--- src/rtl/ws_array_ctrl.sv ---
// Job sequencer for a 4x4 weight-stationary systolic array: loads weights, clears accumulators,
// streams column-skewed input vectors, drains the pipeline and holds the captured neuron sums.
module ws_array_ctrl #(
  parameter int DATA_WIDTH   = 16,
  parameter int ACC_WIDTH    = 64,
  parameter int NEURON_NUM   = 4,
  parameter int WEIGHT_WIDTH = DATA_WIDTH*16,
  parameter int CNT_W        = 16,
  parameter int PIPE_LAT     = 6
) (
  input  logic                           clk,
  input  logic                           rst,
  input  logic                           start,
  input  logic [CNT_W-1:0]               num_vec_i,
  input  logic [WEIGHT_WIDTH-1:0]        weight_i,
  output logic                           busy,
  input  logic                           in_valid,
  output logic                           in_ready,
  input  logic [4*DATA_WIDTH-1:0]        in_data,
  output logic                           arr_load_en,
  output logic                           arr_acc_en,
  output logic                           arr_rstn_acc,
  output logic [WEIGHT_WIDTH-1:0]        arr_weight_o,
  output logic [4*DATA_WIDTH-1:0]        arr_data_o,
  input  logic [ACC_WIDTH*NEURON_NUM-1:0] arr_acc_i,
  output logic                           res_valid,
  input  logic                           res_ready,
  output logic [ACC_WIDTH*NEURON_NUM-1:0] res_data
);

  localparam int DRAIN_CYC = 3 + PIPE_LAT;
  localparam int DRN_W     = $clog2(DRAIN_CYC);
  localparam logic [DRN_W-1:0] DRAIN_LAST = DRN_W'(DRAIN_CYC - 1);

  typedef enum logic [2:0] {IDLE, LOAD, CLEAR, STREAM, DRAIN, DONE} state_t;

  state_t                          state_q, state_d;
  logic [CNT_W-1:0]                cnt_q, cnt_d;
  logic [CNT_W-1:0]                num_vec_q, num_vec_d;
  logic [DRN_W-1:0]                drain_q, drain_d;
  logic                            busy_q, busy_d;
  logic                            in_ready_q, in_ready_d;
  logic                            load_en_q, load_en_d;
  logic                            acc_en_q, acc_en_d;
  logic                            rstn_acc_q, rstn_acc_d;
  logic [WEIGHT_WIDTH-1:0]         weight_q, weight_d;
  logic                            res_valid_q, res_valid_d;
  logic [ACC_WIDTH*NEURON_NUM-1:0] res_data_q, res_data_d;
  logic [DATA_WIDTH-1:0]           sk1_q, sk1_d;
  logic [1:0][DATA_WIDTH-1:0]      sk2_q, sk2_d;
  logic [2:0][DATA_WIDTH-1:0]      sk3_q, sk3_d;
  logic [4*DATA_WIDTH-1:0]         data_q, data_d;
  logic                            accept;
  logic [4*DATA_WIDTH-1:0]         inj;

  always_comb begin
    state_d     = state_q;
    cnt_d       = cnt_q;
    num_vec_d   = num_vec_q;
    drain_d     = drain_q;
    busy_d      = busy_q;
    in_ready_d  = 1'b0;
    load_en_d   = 1'b0;
    acc_en_d    = 1'b0;
    rstn_acc_d  = 1'b1;
    weight_d    = weight_q;
    res_valid_d = res_valid_q;
    res_data_d  = res_data_q;
    accept      = (state_q == STREAM) && in_ready_q && in_valid;

    // Outputs are computed for the state being entered so each is registered yet aligned with it.
    case (state_q)
      IDLE: begin
        if (start) begin
          state_d   = LOAD;
          num_vec_d = num_vec_i;
          cnt_d     = num_vec_i;
          weight_d  = weight_i;
          busy_d    = 1'b1;
          load_en_d = 1'b1;
        end
      end
      LOAD: begin
        state_d    = CLEAR;
        rstn_acc_d = 1'b0;
      end
      CLEAR: begin
        acc_en_d = 1'b1;
        drain_d  = '0;
        if (cnt_q == '0) begin
          state_d = DRAIN;
        end else begin
          state_d    = STREAM;
          in_ready_d = 1'b1;
        end
      end
      STREAM: begin
        acc_en_d   = 1'b1;
        in_ready_d = 1'b1;
        if (accept) begin
          cnt_d = cnt_q - 1'b1;
          if (cnt_q == CNT_W'(1)) begin
            state_d    = DRAIN;
            in_ready_d = 1'b0;
          end
        end
      end
      DRAIN: begin
        if (drain_q == DRAIN_LAST) begin
          state_d     = DONE;
          cnt_d       = num_vec_q;
          res_data_d  = arr_acc_i;
          res_valid_d = 1'b1;
        end else begin
          drain_d  = drain_q + 1'b1;
          acc_en_d = 1'b1;
        end
      end
      DONE: begin
        if (res_ready) begin
          state_d     = IDLE;
          res_valid_d = 1'b0;
          busy_d      = 1'b0;
        end
      end
      default: state_d = IDLE;
    endcase
  end

  // Idle cycles inject zero lanes so bubbles add nothing and the diagonal skew stays aligned.
  always_comb begin
    inj      = accept ? in_data : '0;
    sk1_d    = inj[2*DATA_WIDTH-1 -: DATA_WIDTH];
    sk2_d[0] = inj[3*DATA_WIDTH-1 -: DATA_WIDTH];
    sk2_d[1] = sk2_q[0];
    sk3_d[0] = inj[4*DATA_WIDTH-1 -: DATA_WIDTH];
    sk3_d[1] = sk3_q[0];
    sk3_d[2] = sk3_q[1];
    data_d   = {sk3_q[2], sk2_q[1], sk1_q, inj[DATA_WIDTH-1:0]};
  end

  always_ff @(posedge clk or posedge rst) begin
    if (rst) begin
      state_q     <= IDLE;
      cnt_q       <= '0;
      num_vec_q   <= '0;
      drain_q     <= '0;
      busy_q      <= 1'b0;
      in_ready_q  <= 1'b0;
      load_en_q   <= 1'b0;
      acc_en_q    <= 1'b0;
      rstn_acc_q  <= 1'b0;
      weight_q    <= '0;
      res_valid_q <= 1'b0;
      res_data_q  <= '0;
      sk1_q       <= '0;
      sk2_q       <= '0;
      sk3_q       <= '0;
      data_q      <= '0;
    end else begin
      state_q     <= state_d;
      cnt_q       <= cnt_d;
      num_vec_q   <= num_vec_d;
      drain_q     <= drain_d;
      busy_q      <= busy_d;
      in_ready_q  <= in_ready_d;
      load_en_q   <= load_en_d;
      acc_en_q    <= acc_en_d;
      rstn_acc_q  <= rstn_acc_d;
      weight_q    <= weight_d;
      res_valid_q <= res_valid_d;
      res_data_q  <= res_data_d;
      sk1_q       <= sk1_d;
      sk2_q       <= sk2_d;
      sk3_q       <= sk3_d;
      data_q      <= data_d;
    end
  end

  assign busy         = busy_q;
  assign in_ready     = in_ready_q;
  assign arr_load_en  = load_en_q;
  assign arr_acc_en   = acc_en_q;
  assign arr_rstn_acc = rstn_acc_q;
  assign arr_weight_o = weight_q;
  assign arr_data_o   = data_q;
  assign res_valid    = res_valid_q;
  assign res_data     = res_data_q;

endmodule

--- config.mk ---
export PLATFORM = sky130hd
export DESIGN_NAME = ws_array_ctrl
export DESIGN_NICKNAME = d
export VERILOG_FILES = /design/src/rtl/ws_array_ctrl.sv
export SDC_FILE = /design/constraint.sdc
export NUM_CORES = 1
export LEC_CHECK = 0
export BUFFER_PORTS_ARGS = -buffer_cell sky130_fd_sc_hd__buf_2
export CAP_MARGIN = 20
export CORE_AREA = 2 2 454 456
export DETAILED_ROUTE_END_ITERATION = 12
export DIE_AREA = 0 0 456 458
export SYNTH_ARGS = -nofsm -noshare
export SYNTH_HDL_FRONTEND = slang
export SYNTH_SLANG_ARGS = --single-unit
--- constraint.sdc ---
create_clock -name clk -period 58.8 [get_ports clk]
set_input_delay 2.94 -clock clk [delete_from_list [all_inputs] [get_ports clk]]
set_output_delay 2.94 -clock clk [all_outputs]
set_load 0.03 [all_outputs]
==> out/results.ini <==
[clock_network]
cts_made_buffers=87
postCtsResizedCells=0
postCtsHoldBufs=0
clockBufferDepth=3
post_cts_buffers=0
clkSinkCount=717
clock-root-buffer=clkbuf_16
clock_latency_ns=0.70
clk_pin_slew_ns=0.06
cts_tree=built
htree_levels=3

[grt]
grt-ovfl-total=0
first_global_vias=19215
grtUsageTotal_pct=13.4
grt_pass1_wl_mm=186
grt_max_degree=162
antenna_found_initial=117

[placed_design]
place_inst=5386
gp_congestion=0.926
place_hpwl_mm=122
placed_area_mm2=0.0349
port_buffers=1178

[floorplanning]
start_util_pct=12.7
rows=166
ios=1179
coreArea_mm2=0.204
dieArea_mm2=0.209
die_x_um=456
die_height_um=458

[pwr]
combPwrFrac_pct=32.8
p_int_mw=1.13
power_frac_clock_pct=30.5
sequentialPowerShare_pct=36.7
switching_power_mw=0.719
p_sw_share_pct=38.8
power.density_mw_per_mm2=48.8
vdd_drop_max_mv=0.0264
leakage_nw=19.2

[synthesis]
yosysUniqueCellTypes=48
synth-main-ff-cell=dfrtp_1
async_flop_share_pct=100
syn_nets=2184
synth_edf_count=0
syn_area_per_cell_um2=16.3
ys_seq_area_share_pct=69.5
yosys_register_bits=717
syn_area_mm2=0.0258
ys.warnings.count=0
syn_inst=1582

[layout]
areaGrowthSynthToFinish_pct=47.1
utilization_pct=18.6
drive_above_1_share_pct=65.1
stdcell_count=5582
fin_nets=3390
final_cell_mix=1178 x buf_2, 717 x dfrtp_1, 509 x mux2_2
final_common_cell=buf_2
stdcell_area_mm2=0.0380

[detailed_routing]
drt-initial-drc-count=1039
vias=19137
drc_errors=0
firstDrtPassIters=6
drtAntennaViolNets=0
vias_per_cell=3.43
drt-total-wl_mm=144
wl_per_cell_um=25.8

[timing]
hold_viol_final=0
period_share_pct=9.16
setup_violations=0
grt_setup_unrepaired=false
timing.slew.headroom_pct=27.3
period_minus_slack_ns=5.39
hold_slack_ns=0.326
tightest_slew_ns=1.09
drv_slew=0
finalSetupTns_ns=0
fin_skew_ns=0.0278
max_clock_freq_ghz=0.186

[critical_path]
crit_fanout=84
critical_path.most_common_cell=buf_4
arrival_ns=6.13
worstReg2RegStart=state_q[0]
crit_end=res_data[97]
r2r_cells=5
startpoint=rst
r2r_end=res_data[54]
critPathKind=in2async
cp_top_family=buffers and inverters
critPathSlowestCell=buf_4
crit_path_end_kind=asynchronous set/reset pin
r2r_setup_slack_ns=54.74
start_kind=primary input
crit_cells=5
crit_chain=buf_2 > inv_8 > buf_4 > buf_4 > buf_4
worstPathRequired_ns=59.54
critPathMaxStageDelay_ns=0.85
crit_buf_inv=5

[hold_path]
hold_class=reg2reg

[job]
timing.max_cap.violations=0

[status]
status=completed

-- cells in the mapped netlist (2+ instances only) --
library cell  count  share of area, %
inv_1             7              0.10
nand2b_1          4             0.097
dfrtp_1         717                69
nor3b_1           3             0.087
buf_4             9              0.26
ha_1              5              0.24
nand3b_1          2             0.058
nand3_1           3             0.058
or4_1             2             0.058
nor2_1           28              0.41
nor4_1            5              0.12
a31oi_1           2             0.048
mux2_1           19              0.83
nor3_1            6              0.12
a22o_1            2             0.068
and2_1           66               1.6
o2bb2ai_1         9              0.31
mux2_2          509                22
a211oi_1          2             0.058
clkbuf_1         23              0.33
a41oi_1           2             0.068
nor2b_1           2             0.048
a222oi_1          2             0.077
a221oi_1         10              0.34
or4_4             2             0.087
and3b_1           2             0.068
buf_2            49              0.95
a21oi_1          19              0.37
nand2_1          24              0.35
o22ai_1           3             0.073
o21ai_0          27              0.52
-- worst min-delay path by stage --
stage                    from             end  cells after the start
detailed placement   sk1_q[7]  arr_data_o[23]                      0
finish              sk3_d[17]       sk3_d[33]                      0
global route        sk3_d[37]      data_d[53]                      0
global placement     sk1_q[5]  arr_data_o[21]                      0
CTS                 sk3_d[17]       sk3_d[33]                      0
floorplan            sk1_q[0]  arr_data_o[16]                      0
-- cell type report --
cell class,count,area [µm²]
Sequential cell,717,17900
Multi-Input combinational cell,775,7470
Clock inverter,38,534
Tap cell,2688,3360
Antenna cell,37,92.6
Clock buffer,120,2460
Inverter,7,33.8
Timing Repair Buffer,1200,6090
Fill cell,22246,166000
-- metrics by stage --
stage,setup WS (ns),power (mW)
floorplan,35.75,1.03
global placement,52.57,1.30
detailed placement,52.51,1.31
CTS,53.32,1.89
global route,52.95,1.94
finish,53.41,1.85
-- state kept, by name, indices dropped and copies added (netlist names), 4 cells and up --
signal        flops
arr_weight_o    256
res_data        256
arr_data_o       64
data_d           32
sk3_d            32
cnt_q            16
num_vec_q        16
sk1_q            16
sk2_d            16
drain_q           4
-- power by group through the flow --
stage	registers [mW]	logic, mW	clock network [mW]
finish	0.680	0.608	0.565
global route	0.694	0.638	0.605
CTS	0.680	0.621	0.586
detailed placement	0.687	0.620	0
global placement	0.683	0.616	0
floorplan	0.857	0.175	0
-- routing by layer --
| layer | part of all wire (%) | vias up | GRT usage, % |
|---|---|---|---|
| met1 | 34 | 9704 | 13.7 |
| li1 | - | 8051 | - |
| met3 | 12 | 347 | 7.10 |
| met2 | 49 | 971 | 22.7 |
| met4 | 4.8 | 64 | 5.56 |
| met5 | 0.27 | - | 0 |
-- logic make-up (layout without fill, tap and decap cells) --
family	Yosys count	in the layout	synth area share, %
mux	528	528	23.0
compound gates	83	83	2.08
simple gates	159	159	3.50
flops	717	717	69.5
other cells	0	37	0
fa+ha+maj	5	5	0.242
buf+inv	90	1365	1.70
No activity file was read; power rests on OpenSTA's default activity.
